===== src/rtl/fetch_queue.sv =====
// fetch_queue: instruction-fetch front end for the LSU ROM.
//   Walks a 16-bit PC, issues one ROM read per cycle while the prefetch FIFO
//   has room (counting the read in flight), captures the four ROM byte lanes
//   one cycle later as a little-endian 32-bit word, and queues {word, pc} for
//   the decoder. A redirect flushes the FIFO, drops any in-flight response
//   and reloads the PC.
// Ports:
//   clk, rst                 clock, asynchronous active-high reset
//   redirect, redirect_pc    flush + new PC (low two bits ignored)
//   rom_a, rom_re            ROM byte address / read enable
//   rom_q0..rom_q3           ROM bytes at a..a+3, one cycle after the read
//   out_valid/out_ready      decoder handshake on the FIFO head
//   out_instr, out_pc        head word and its address
//   out_fault                head word came from outside the ROM window
// Optional feature macro: FETCH_WINDOW_EN
//   When defined, fetch slots with pc < ROM_BASE do not touch the ROM; they
//   queue a zero word flagged with out_fault=1. When undefined, out_fault=0.
module fetch_queue #(
  parameter int          DEPTH    = 4,
  parameter logic [15:0] RESET_PC = 16'h8000,
  parameter logic [15:0] ROM_BASE = 16'h8000
) (
  input  logic        clk,
  input  logic        rst,
  input  logic        redirect,
  input  logic [15:0] redirect_pc,
  output logic [15:0] rom_a,
  output logic        rom_re,
  input  logic [7:0]  rom_q0,
  input  logic [7:0]  rom_q1,
  input  logic [7:0]  rom_q2,
  input  logic [7:0]  rom_q3,
  output logic        out_valid,
  input  logic        out_ready,
  output logic [31:0] out_instr,
  output logic [15:0] out_pc,
  output logic        out_fault
);
  localparam int PW = (DEPTH > 1) ? $clog2(DEPTH) : 1;
  localparam int CW = PW + 1;

  logic [15:0]   pc, req_pc;
  logic          inflight;
  logic [PW-1:0] rd_ptr, wr_ptr;
  logic [CW-1:0] count;
  logic [31:0]   mem_instr [DEPTH];
  logic [15:0]   mem_pc    [DEPTH];
  logic          issue, push, pop;
  logic [31:0]   push_instr;
  logic [31:0]   rom_word;

  assign rom_word = {rom_q3, rom_q2, rom_q1, rom_q0};

  // The in-flight read reserves a FIFO slot so its response can never overflow.
  assign issue = !rst && !redirect && ((count + CW'(inflight)) < CW'(DEPTH));
  // A response landing in a redirect cycle belongs to the old stream.
  assign push  = inflight && !redirect;
  assign pop   = (count != '0) && out_ready && !redirect;

  assign rom_a     = pc;
  assign out_valid = (count != '0);
  assign out_instr = mem_instr[rd_ptr];
  assign out_pc    = mem_pc[rd_ptr];

`ifdef FETCH_WINDOW_EN
  logic in_window, req_fault;
  logic mem_fault [DEPTH];
  assign in_window  = (pc >= ROM_BASE);
  assign rom_re     = issue && in_window;
  assign push_instr = req_fault ? 32'h0000_0000 : rom_word;
  assign out_fault  = mem_fault[rd_ptr];

  always_ff @(posedge clk or posedge rst) begin
    if (rst) begin
      req_fault <= 1'b0;
      for (int i = 0; i < DEPTH; i++) mem_fault[i] <= 1'b0;
    end else if (!redirect) begin
      if (issue) req_fault <= !in_window;
      if (push)  mem_fault[wr_ptr] <= req_fault;
    end
  end
`else
  assign rom_re     = issue;
  assign push_instr = rom_word;
  assign out_fault  = 1'b0;
`endif

  always_ff @(posedge clk or posedge rst) begin
    if (rst) begin
      pc       <= RESET_PC;
      req_pc   <= '0;
      inflight <= 1'b0;
      rd_ptr   <= '0;
      wr_ptr   <= '0;
      count    <= '0;
      for (int i = 0; i < DEPTH; i++) begin
        mem_instr[i] <= '0;
        mem_pc[i]    <= '0;
      end
    end else if (redirect) begin
      pc       <= {redirect_pc[15:2], 2'b00};
      inflight <= 1'b0;
      rd_ptr   <= '0;
      wr_ptr   <= '0;
      count    <= '0;
    end else begin
      if (issue) begin
        pc     <= pc + 16'd4;
        req_pc <= pc;
      end
      inflight <= issue;
      if (push) begin
        mem_instr[wr_ptr] <= push_instr;
        mem_pc[wr_ptr]    <= req_pc;
        wr_ptr            <= wr_ptr + PW'(1);
      end
      if (pop) rd_ptr <= rd_ptr + PW'(1);
      case ({push, pop})
        2'b10:   count <= count + CW'(1);
        2'b01:   count <= count - CW'(1);
        default: count <= count;
      endcase
    end
  end

  a_no_overflow: assert property (@(posedge clk) disable iff (rst)
    (count <= CW'(DEPTH)) && (pc[1:0] == 2'b00));
  a_base_aligned: assert property (@(posedge clk) ROM_BASE[1:0] == 2'b00);

endmodule


===== config.mk =====
export PLATFORM = sky130hd
export DESIGN_NAME = fetch_queue
export DESIGN_NICKNAME = d
export VERILOG_FILES = /design/src/rtl/fetch_queue.sv
export SDC_FILE = /design/constraint.sdc
export NUM_CORES = 1
export LEC_CHECK = 0
export ABC_AREA = 1
export CAP_MARGIN = 15
export CORE_MARGIN = 5
export CORE_UTILIZATION = 45
export DETAILED_ROUTE_END_ITERATION = 16
export PLACE_DENSITY = 0.69
export SLEW_MARGIN = 20
export SYNTH_ARGS = -nofsm -noshare
export SYNTH_HDL_FRONTEND = slang
export SYNTH_SLANG_ARGS = --single-unit

===== constraint.sdc =====
create_clock -name clk -period 7.15 [get_ports clk]
set_input_delay 1.43 -clock clk [delete_from_list [all_inputs] [get_ports clk]]
set_output_delay 1.43 -clock clk [all_outputs]
set_load 0.01 [all_outputs]

==> metrics <==
outcome=complete, no violations; first-pass GRT wire length=38500 um; clock slew at reported path FFs=0.05 ns; I/O pin cnt=119; largest net degree at the start of global routing=199; Netlist cell types=30; GP Congestion=0.800; H-Tree Depth=1; core area=22700 um2; Least-Margin Pin Slew=1.10 ns; initial core utilization=45.7%; Fin Clk Skew=0.0193 ns; Vias=7936; postcts setup bufs=0; Cell Area, Placed=11300 um2; 1st-iter DRT viols=473; CP Class=input pin to output port; Root Buffer=clkbuf_16; Main synth FF type=dfrtp_1; #FFs+latches synth=220; sequential cell area fraction in the yosys report=53.0%; CP endpoint kind=output port; hold_buf cts=0; Final Hold Vio Count=0; DRC=0; Total GRT Usage=17.4%; gr busiest metal=met2; Hold Path Class=register to register; dpl hpwl=13100 um; Worst R2R Path Depth=7; Final ANT Viol Nets=0; worst-case clock buffer depth=3; Die Area=26200 um2; Post-CTS Resized=0; CTS tree=built; Max Freq=193 MHz; vias in the first global route=7647; worst vdd ir=185 uV; max_slew headroom=27.0%; post-route cell area=12200 um2; drt first pass iters=5; # setup viols final=0; clock latency on the worst-skew pair=0.51 ns; Arrival @ worst endpoint=3.75 ns; Cells after Synth=1162; ANT cells=0; die height=162 um; Critical Path RT=5.72 ns; die extent in x=162 um; setup TNS=0 ns; # port buffers=111; initial antenna violation count=0; layout cell share with drive strength beyond 1=12.5%; Layout Area Growth over Synthesis=17.9%; met2 usage=28.3%; final net count=1287; area of the mapped netlist=10400 um2; Ys Warns=0; Post-synth ARST share=100%; row cnt=55; met1 usage=24.4%; max-slew violations=0; EDFF count, synth=0; period utilization=72.5%; crit path time final=5.18 ns; TritonCTS Sinks=220; total grt overflow=0; WL final=22900 um; Post-Synthesis Mean Instance Area=8.94 um2; crit path max fanout=33; unrepaired setup endpoints after global routing=false; Leak=5.74 nW; PwrDens=304 nW/um2; GR Util met3=3.07%; Avg Vias per Cell=5.19; routed len/inst=15.0 um; Hold Path Stages=2; CP startpoint kind=input pin; TritonCTS buffer count=25; # Max-Cap Violations=0
[cell type report]
type	count	area, um2
Tap cell	285	357
Fill cell	2094	10500
Multi-Input combinational cell	788	4010
Sequential cell	220	5510
Clock buffer	33	686
Clock inverter	9	195
Timing Repair Buffer	119	1210
Inverter	75	285
[Yosys cell counts (all sizes together) (2+ instances only)]
library cell / n / share of area, %
nand4: 5 / 0.30
clkbuf: 27 / 1.0
o22ai: 46 / 2.8
xor2: 4 / 0.34
nand3: 33 / 1.7
buf: 56 / 5.1
inv: 75 / 2.7
nand2: 277 / 10
dfrtp: 219 / 53
o21ai: 296 / 18
a21oi: 2 / 0.096
nor2: 111 / 4.1
ha: 5 / 0.60
[registers in the layout (all words and copies together) (netlist names)]
name       cells
count          3
mem_instr    128
inflight       1
mem_pc        56
rd_ptr         2
wr_ptr         2
req_pc        14
rom_a         14
[layer usage]
layer,vias up,share of wire [%]
li1,3966,-
met1,3745,47
met2,188,46
met3,37,5.2
met4,0,2.0
met5,-,0
[layout by cell type (no fill, tap or decap), types with 2 or more instances in the layout]
cell / synthesis / routed
nand3_2: 2 / 2
nand4_1: 5 / 5
a21oi_1: 2 / 2
clkbuf_16: 0 / 25
clkbuf_1: 25 / 5
o22ai_1: 46 / 46
o21ai_2: 95 / 95
nor2_2: 2 / 2
nor2_1: 108 / 108
o21ai_1: 70 / 70
clkdlybuf4s50_1: 0 / 111
clkbuf_8: 0 / 3
inv_2: 1 / 2
nand3_1: 31 / 31
o21ai_0: 131 / 131
nand2_1: 273 / 273
dfrtp_1: 219 / 218
bufinv_16: 0 / 6
buf_4: 7 / 5
nand2_4: 0 / 3
xor2_1: 4 / 4
clkinv_2: 0 / 3
inv_1: 74 / 72
ha_1: 5 / 5
conb_1: 1 / 5
[through the flow]
stage          utilization (%)  total power, mW  setup slack, ns  hold slack, ns  instances
6_report                  53.9             3.72             1.97           0.476       1529
5_1_grt                   53.9             3.93             1.73           0.495       1529
4_1_cts                   53.8             3.77             1.95           0.478       1528
3_5_place_dp              49.9             2.38             1.98           0.462       1486
3_3_place_gp              49.9             2.36             1.98           0.460       1486
2_1_floorplan                -             2.05             2.85           0.448       1166
[kinds of logic after synthesis]
group                    count (synthesis)  synth area share, %
adder cells (fa/ha/maj)                  6                0.795
other                                    1               0.0361
AND/OR/NAND/NOR                        427                 16.3
AO/OA/AOI/OAI                          345                 20.6
buffers and inverters                  158                 8.78
XOR/XNOR                                 5                0.422
flip-flops                             220                 53.0
[worst max-delay path, stage by stage]
cell             delay [ns]
clkdlybuf4s50_1        0.81
nor2_1                 0.28
nand3_2                0.50
inv_1                  0.17
clkdlybuf4s50_1        0.56
[where the power goes]
| group | internal [mW] | total (mW) | switching [mW] |
|---|---|---|---|
| sequential | 1.45 | 1.57 | 0.114 |
| combinational | 0.367 | 0.791 | 0.424 |
| clock | 0.883 | 1.36 | 0.479 |
[path summary, 6_finish.rpt]
kind                            start             end  slack, ns
max in group asynchronous         rst  mem_instr[127]       4.44
min in group asynchronous         rst       req_pc[3]       1.34
hold reg to reg            mem_pc[38]      mem_pc[38]       0.48
hold / removal             mem_pc[38]      mem_pc[38]       0.48
setup / recovery             redirect          rom_re       1.97
setup reg to reg             count[0]        rom_a[2]       4.92
Note: power is estimated with default switching activity, not from simulation.
